--- src/rtl/ifft4_pkg.sv ---
// Shared types and helpers for the 4-point IFFT core.
// Scaling mode is selected by IFFT4_ROUND_EN (defined: round half up + saturate, undefined: truncate).
package ifft4_pkg;

  localparam int WIDTH = 32;
  localparam int HALF  = WIDTH / 2;

  typedef enum logic [1:0] {
    LOAD   = 2'd0,
    STAGE1 = 2'd1,
    STAGE2 = 2'd2,
    UNLOAD = 2'd3
  } state_t;

  typedef struct packed {
    logic signed [HALF-1:0] re;
    logic signed [HALF-1:0] im;
  } cplx_t;

  // Divide a widened sum/difference by two back into sample precision.
  function automatic logic signed [HALF-1:0] half_scale(input logic signed [HALF:0] v);
`ifdef IFFT4_ROUND_EN
    logic [HALF+1:0] t;
    t = {v[HALF], v} + {{(HALF+1){1'b0}}, 1'b1};
    if (t[HALF+1] != t[HALF])
      return t[HALF+1] ? {1'b1, {(HALF-1){1'b0}}} : {1'b0, {(HALF-1){1'b1}}};
    return t[HALF:1];
`else
    return v[HALF:1];
`endif
  endfunction

endpackage

--- src/rtl/ifft4_core_bfly.sv ---
// Radix-2 DIF butterfly: scaled sum and scaled difference, optionally rotating the difference by +j.
module ifft_bfly_dif
  import ifft4_pkg::*;
#(
  parameter bit ROTATE = 1'b0
) (
  input  cplx_t a,
  input  cplx_t b,
  output cplx_t sum,
  output cplx_t diff
);

  logic signed [HALF:0] sre, sim, dre, dim, rre, rim;

  // Rotation happens on the full-precision difference so -im cannot overflow.
  always_comb begin
    sre = (HALF+1)'(a.re) + (HALF+1)'(b.re);
    sim = (HALF+1)'(a.im) + (HALF+1)'(b.im);
    dre = (HALF+1)'(a.re) - (HALF+1)'(b.re);
    dim = (HALF+1)'(a.im) - (HALF+1)'(b.im);
    if (ROTATE) begin
      rre = -dim;
      rim = dre;
    end else begin
      rre = dre;
      rim = dim;
    end
    sum.re  = half_scale(sre);
    sum.im  = half_scale(sim);
    diff.re = half_scale(rre);
    diff.im = half_scale(rim);
  end

endmodule

--- src/rtl/ifft4_core.sv ---
// 4-point inverse FFT: load four bins, two in-place butterfly stages, unload four time samples.
// Build with IFFT4_ROUND_EN defined for rounded/saturated scaling instead of truncation.
module ifft4_core
  import ifft4_pkg::*;
#(
  parameter int WIDTH = ifft4_pkg::WIDTH
) (
  input  logic             clk,
  input  logic             rst,
  input  logic             in_valid,
  output logic             in_ready,
  input  logic [WIDTH-1:0] in_data,
  output logic             out_valid,
  input  logic             out_ready,
  output logic [WIDTH-1:0] out_data,
  output logic             out_last
);

  state_t     state, next_state;
  logic [1:0] lcnt, ucnt;
  cplx_t      s [4];
  cplx_t      a0, a1, b0, b1, x0, x1, x2, x3;
  logic       accept, handshake;

  assign accept    = in_valid && (state == LOAD);
  assign handshake = out_ready && (state == UNLOAD);

  // Stage 1 pairs bins k and k+2; the odd pair carries the +j twiddle.
  ifft_bfly_dif #(.ROTATE(1'b0)) u_s1_even (.a(s[0]), .b(s[2]), .sum(a0), .diff(b0));
  ifft_bfly_dif #(.ROTATE(1'b1)) u_s1_odd  (.a(s[1]), .b(s[3]), .sum(a1), .diff(b1));
  ifft_bfly_dif #(.ROTATE(1'b0)) u_s2_a    (.a(s[0]), .b(s[1]), .sum(x0), .diff(x2));
  ifft_bfly_dif #(.ROTATE(1'b0)) u_s2_b    (.a(s[2]), .b(s[3]), .sum(x1), .diff(x3));

  always_comb begin
    next_state = state;
    in_ready   = 1'b0;
    out_valid  = 1'b0;
    case (state)
      LOAD: begin
        in_ready = 1'b1;
        if (accept && lcnt == 2'd3) next_state = STAGE1;
      end
      STAGE1: next_state = STAGE2;
      STAGE2: next_state = UNLOAD;
      UNLOAD: begin
        out_valid = 1'b1;
        if (handshake && ucnt == 2'd3) next_state = LOAD;
      end
      default: next_state = LOAD;
    endcase
  end

  assign out_data = (state == UNLOAD) ? s[ucnt] : '0;
  assign out_last = (state == UNLOAD) && (ucnt == 2'd3);

  // Storage is reused in place: bins, then stage-1 results, then time samples in natural order.
  always_ff @(posedge clk or posedge rst) begin
    if (rst) begin
      state <= LOAD;
      lcnt  <= 2'd0;
      ucnt  <= 2'd0;
      for (int i = 0; i < 4; i++) s[i] <= '0;
    end else begin
      state <= next_state;
      case (state)
        LOAD: begin
          if (accept) begin
            s[lcnt] <= in_data;
            lcnt    <= lcnt + 2'd1;
          end
        end
        STAGE1: begin
          s[0] <= a0;
          s[1] <= a1;
          s[2] <= b0;
          s[3] <= b1;
        end
        STAGE2: begin
          s[0] <= x0;
          s[1] <= x1;
          s[2] <= x2;
          s[3] <= x3;
        end
        UNLOAD: begin
          if (handshake) ucnt <= ucnt + 2'd1;
        end
        default: ;
      endcase
    end
  end

endmodule

--- config.mk ---
export PLATFORM = sky130hd
export DESIGN_NAME = ifft4_core
export DESIGN_NICKNAME = d
export VERILOG_FILES = /design/src/rtl/ifft4_pkg.sv /design/src/rtl/ifft4_core_bfly.sv /design/src/rtl/ifft4_core.sv
export SDC_FILE = /design/constraint.sdc
export NUM_CORES = 1
export LEC_CHECK = 0
export CAP_MARGIN = 25
export CORE_MARGIN = 3
export CORE_UTILIZATION = 60
export DETAILED_ROUTE_END_ITERATION = 12
export HOLD_SLACK_MARGIN = 0.06
export MAX_ROUTING_LAYER = met4
export PLACE_DENSITY = 0.78
export REMOVE_ABC_BUFFERS = 1
export SYNTH_ARGS = -nofsm -noshare
export SYNTH_HDL_FRONTEND = slang
export SYNTH_HIERARCHICAL = 1
export SYNTH_SLANG_ARGS = --single-unit
--- constraint.sdc ---
create_clock -name clk -period 5.8 [get_ports clk]
set_clock_uncertainty 0.1 [all_clocks]
set_input_delay 0.87 -clock clk [delete_from_list [all_inputs] [get_ports clk]]
set_output_delay 0.87 -clock clk [all_outputs]
set_load 0.01 [all_outputs]
==> impl_metrics.tcl, run 1 <==
set metrics [dict create \
    slew_violations 0 \
    synth_edf_count 0 \
    coreArea_sq_mm 0.03566 \
    synth_cell_types 106 \
    hold_start "lcnt[0]" \
    seq_area_sq_mm 0.003354 \
    grt_pass1_vias 20561 \
    rows 69 \
    cts_tree "built" \
    cts_resized 0 \
    cts_root_buffer "clkbuf_16" \
    yosysWarnings 6 \
    drtIter0Drc 1916 \
    viasPerCell 6.935 \
    hpwl_um 52140 \
    path_class "flip-flop to output port" \
    async_flop_share_pct 100.0 \
    cp_max_fo 21 \
    multi_input_area_sq_mm 0.01640 \
    syn-cell-area_sq_mm 0.02179 \
    cts_made_buffers 17 \
    postRouteAntennaNets 0 \
    avgSynthCellArea_sq_um 8.218 \
    rsz0062_at_grt "no" \
    antenna_found_initial 1 \
    drtPass1Iterations 6 \
    status "complete, no violations" \
    htree_levels 4 \
    yosys-top-cells-area "dfrtp_1, ha_1, xnor2_1, a22oi_1, inv_1" \
    fillers 3081 \
    synth_top_area_share_pct 15.39 \
    setup_viol 0 \
    grt_usage_pct 36.58 \
    startpoint_type "flip-flop" \
    max-cap-violations 0 \
    dp_worst_setup_slack_ps 2279 \
    nets 2870 \
    clk_pin_slew_ps 60 \
    fin_crit_ps 3911 \
    cp_data_required_time_ps 4830 \
    seq_area_frac_synth_pct 15.39 \
    rrSetupSlack_ps 2260 \
    synth_most_common_cell "ha_1" \
    dieArea_sq_mm 0.03865 \
    arrival_ps 2940 \
    synth_ff_type "dfrtp_1" \
    yosys_register_bits 134 \
    cts_hold_buf 0 \
    final-hold-violation-count 0 \
    min_path_type "flip-flop to flip-flop" \
    area_growth_pct 4.547 \
    wl_per_cell_um 23.26 \
    grt_max_degree 78 \
    place.gp.congestion 1.084 \
    grt-ovfl-total 0 \
    vias 21103 \
    initial_utilization_pct 61.13 \
    fin_tns_setup_ps 0 \
    cts.path.max_buffers 2 \
    clock_sinks 134 \
    postCtsSetupBuffers 0 \
    post-route-period-util_pct 67.43 \
    wirelength_um 70770 \
    setup_ws_ps 1889 \
    grt_pass1_wl_um 110400 \
    slew_headroom_pct 31.70 \
    worstSkewPairLatency_ps 430 \
    fmax_mhz 255.7 \
    route.detailed.drc 0 \
    yosysTopAreaCell "dfrtp_1" \
    synth_cells 2652 \
    r2r_cells 11 \
    hold_depth 1 \
    worst_pin_slew_ps 1021 \
    drive_gt1_share_pct 9.996 \
    io_pins 71 \
    io_buffers 70 \
    cp-end-kind "output port" \
    synth_common_cells "ha_1, inv_1, a21oi_1" \
    die_width_um 196.6 \
    hold_path_end "lcnt[0]" \
    die_y_um 196.6 \
]
-- cell families (layout without fill, tap and decap cells) --
family	Yosys count	after routing	share of synthesized area (%)
AOI/OAI and AO/OA	838	838	29.70
and+or+nand+nor	732	732	17.84
buffers and inverters	448	377	9.656
xor gates and xnor gates	188	188	7.555
adders and majority gates	266	266	15.82
muxes	46	46	4.036
other	0	1	0
DFF	134	134	15.39
-- cells in the final DEF, fill, tap and decap left out, drive strengths merged, types with 27 or more instances in the layout --
| cell | netlist | final |
|---|---|---|
| clkdlybuf4s50 | 0 | 70 |
| inv | 255 | 255 |
| a22oi | 130 | 130 |
| o21ai | 82 | 82 |
| dfrtp | 134 | 134 |
| ha | 250 | 250 |
| nor3 | 74 | 74 |
| nand2 | 91 | 91 |
| o21bai | 39 | 39 |
| a21o | 40 | 40 |
| or2 | 38 | 38 |
| and2 | 46 | 46 |
| nand3 | 159 | 159 |
| a21oi | 185 | 185 |
| o221a | 129 | 129 |
| xor2 | 32 | 32 |
| nand2b | 35 | 35 |
| xnor2 | 156 | 156 |
| nor2 | 151 | 151 |
| nor2b | 35 | 35 |
| mux4 | 32 | 32 |
| o211ai | 27 | 27 |
-- critical path: stages, from the launching register on --
cell and delay, ps:
dfrtp_2 850, buf_4 440, mux4_2 560, and2_1 170, clkdlybuf4s50_1 470
-- metrics by stage --
stage | utilization, % | cell area [sq um] | hold slack (ps) | std cells
final | 63.91 | 22790 | 458.4 | 3043
after global routing | 63.91 | 22790 | 470.3 | 3043
after CTS | 63.82 | 22760 | 463.0 | 3041
after detailed placement | 62.18 | 22170 | 451.3 | 3009
after global placement | 62.03 | 22120 | 418.4 | 3007
after floorplan | - | 20670 | 397.8 | 2463
-- routing by layer --
layer / wire length [um] / share of wire [%] / global-route usage, % / vias up
li1: - / - / - / 9623
met1: 28460 / 40 / 43.83 / 10197
met2: 33910 / 48 / 61.09 / 1020
met3: 4465 / 6.3 / 3.966 / 263
met4: 3935 / 5.6 / 19.06 / 0
met5: 0 / 0 / - / -
-- cell type report --
type | instances | area share, %
Antenna cell | 1 | 0.01098
Clock buffer | 19 | 1.988
Clock inverter | 13 | 0.5766
Inverter | 259 | 4.311
Multi-Input combinational cell | 2070 | 72.00
Sequential cell | 134 | 14.72
Tap cell | 461 | 2.531
Timing Repair Buffer | 86 | 3.866
-- worst max path at each step --
stage / endpoint / cells past startpoint / start
final: out_data[19] / 4 / ucnt[0]
after global routing: out_data[19] / 4 / ucnt[0]
after CTS: out_data[19] / 4 / ucnt[0]
after detailed placement: flip-flop / 5 / in_valid
after global placement: out_data[19] / 4 / ucnt[0]
after floorplan: flip-flop / 4 / state[0]
Power of run 1 is not shown: default switching activity piles up to over one toggle a cycle in this logic, so the estimate is an artifact.
==> run 2, diff against run 1 <==
--- a/config.mk
+++ b/config.mk
@@ -7,11 +7,11 @@
 export LEC_CHECK = 0
 export CAP_MARGIN = 25
 export CORE_MARGIN = 3
-export CORE_UTILIZATION = 60
+export CORE_UTILIZATION = 58
 export DETAILED_ROUTE_END_ITERATION = 12
 export HOLD_SLACK_MARGIN = 0.06
 export MAX_ROUTING_LAYER = met4
-export PLACE_DENSITY = 0.78
+export PLACE_DENSITY = 0.79
 export REMOVE_ABC_BUFFERS = 1
 export SYNTH_ARGS = -nofsm -noshare
 export SYNTH_HDL_FRONTEND = slang
==> constraint.sdc (replaced) <==
create_clock -name clk -period 3.4 [get_ports clk]
set_clock_uncertainty 0.1 [all_clocks]
set_input_delay 0.51 -clock clk [delete_from_list [all_inputs] [get_ports clk]]
set_output_delay 0.51 -clock clk [all_outputs]
set_load 0.01 [all_outputs]
==> run 2 against run 1 <==
Against the previous run: first-iteration DRC count shrank 1.1%; highest routed layer unchanged; non-clock buffer count grew 68; count of clock-buffer cells in the layout is 1 higher; wire length is 2.1% higher; register-to-register slack worse by 2200 ps.
==> impl_metrics.tcl, run 2 (synthesized netlist as in run 1, its figures left out) <==
set metrics [dict create \
    postRouteAntennaNets 0 \
    nets 2938 \
    worstSkewPairLatency_ps 450 \
    antenna_found_initial 0 \
    final_area_sq_mm 0.02338 \
    post-route-period-util_pct 98.43 \
    htree_levels 4 \
    cp-end-kind "flip-flop" \
    rsz0062_at_grt "no" \
    cp_max_fo 8 \
    drtIter0Drc 1895 \
    grt_max_degree 129 \
    cts.path.max_buffers 2 \
    grt_pass1_vias 20940 \
    arrival_ps 3570 \
    clock_sinks 134 \
    grt-ovfl-total 0 \
    cts_tree "built" \
    wirelength_um 72260 \
    fmax_mhz 298.8 \
    min_path_type "input port to asynchronous set/reset pin" \
    grt_usage_pct 36.31 \
    antenna_cells 0 \
    viasPerCell 6.898 \
    most-common-layout-cells "ha_1, inv_1, a21oi_1, nand3_1, xnor2_1" \
    clk_pin_slew_ps 60 \
    wl_per_cell_um 23.18 \
    drive_gt1_share_pct 12.46 \
    die_width_um 199.8 \
    drtPass1Iterations 5 \
    initial_utilization_pct 59.25 \
    dpl-instance-area_sq_mm 0.02273 \
    startpoint_type "flip-flop" \
    dp_worst_setup_slack_ps 182.5 \
    coreArea_sq_mm 0.03679 \
    die_y_um 199.8 \
    path_class "flip-flop to flip-flop" \
    rows 70 \
    cts_made_buffers 17 \
    worst_pin_slew_ps 731.1 \
    placed_cells 3084 \
    cp_data_required_time_ps 3620 \
    route.detailed.drc 0 \
    io_pins 71 \
    area_growth_pct 7.268 \
    setup_ws_ps 53.54 \
    postCtsSetupBuffers 0 \
    slew_violations 0 \
    status "complete, no violations" \
    fillers 3151 \
    cts_root_buffer "clkbuf_16" \
    dieArea_sq_mm 0.03994 \
    io_buffers 70 \
    setup_viol 0 \
    fin_cells 3117 \
    fin_crit_ps 3346 \
    hpwl_um 52780 \
    max-cap-violations 0 \
    grt_pass1_wl_um 112200 \
    vias 21501 \
    slew_headroom_pct 51.26 \
    layout_commonest_cell "ha_1" \
    final-hold-violation-count 0 \
    place.gp.congestion 1.070 \
]
==> run 2: layout make-up <==
type	instances	area, sq um	area share, %
clock buffer	20	466.7	1.996
tap	468	585.6	2.505
multi-input combinational	2070	16420	70.22
inverter	259	982.2	4.201
sequential	134	3357	14.36
clock inverter	12	151.4	0.6476
timing repair buffer	154	1419	6.069
==> run 2: worst paths after layout <==
| check | slack (ps) | depth (start not counted) | startpoint | end |
|---|---|---|---|---|
| worst min register to register | 440 | 1 | lcnt[0] | lcnt[0] |
| worst min-delay path | 400 | 2 | rst | asynchronous set/reset pin |
| min in group clk | 440 | 1 | lcnt[0] | lcnt[0] |
| max in group asynchronous | 2080 | 3 | rst | asynchronous set/reset pin |
| worst max register to register | 50 | 11 | flip-flop | flip-flop |
| worst max-delay path | 50 | 11 | flip-flop | flip-flop |
==> run 2: routing by layer <==
metal	up-vias	global-route usage [%]	wire length (um)
met4	0	17.68	3848
li1	9730	-	-
met3	264	3.776	5345
met1	10358	43.80	28400
met2	1149	61.02	34660
met5	-	-	0
==> run 2: worst max-delay path, cell delays in order, from the launching register on <==
cell	delay, ps
dfrtp_1	490
and2_1	200
fa_1	390
nor2b_1	170
o311ai_1	450
o211ai_2	320
a2111oi_2	390
nor2_1	130
xnor2_1	150
a22oi_1	170
nand3_1	100
o221a_2	160
==> run 2: what timing repair did <==
action | in CTS | in global routing
hold buffers | 0 | 0
hold endpoints to repair | 0 | 0
setup endpoints to repair | 0 | 3
resized for setup | 0 | 4
==> run 2: through the flow <==
step / TNS, ps / hold slack (ps) / utilization [%]
floorplan: -399120 / 397.8 / -
finish: 0 / 398.5 / 63.55
global placement: 0 / 415.7 / 61.78
global route: 0 / 450.7 / 63.55
CTS: 0 / 415.4 / 63.46
detailed placement: 0 / 434.1 / 61.78
Power of run 2 is left out for the same reason.
==> run 3, diff against run 2 <==
--- a/config.mk
+++ b/config.mk
@@ -5,6 +5,7 @@
 export SDC_FILE = /design/constraint.sdc
 export NUM_CORES = 1
 export LEC_CHECK = 0
+export ABC_CLOCK_PERIOD_IN_PS = 3400
 export CAP_MARGIN = 25
 export CORE_MARGIN = 3
 export CORE_UTILIZATION = 58
==> results of run 3 <==
Same layout as run 2: the final DEF is identical, and so are final timing and power.
Power of run 3 is left out for the same reason.
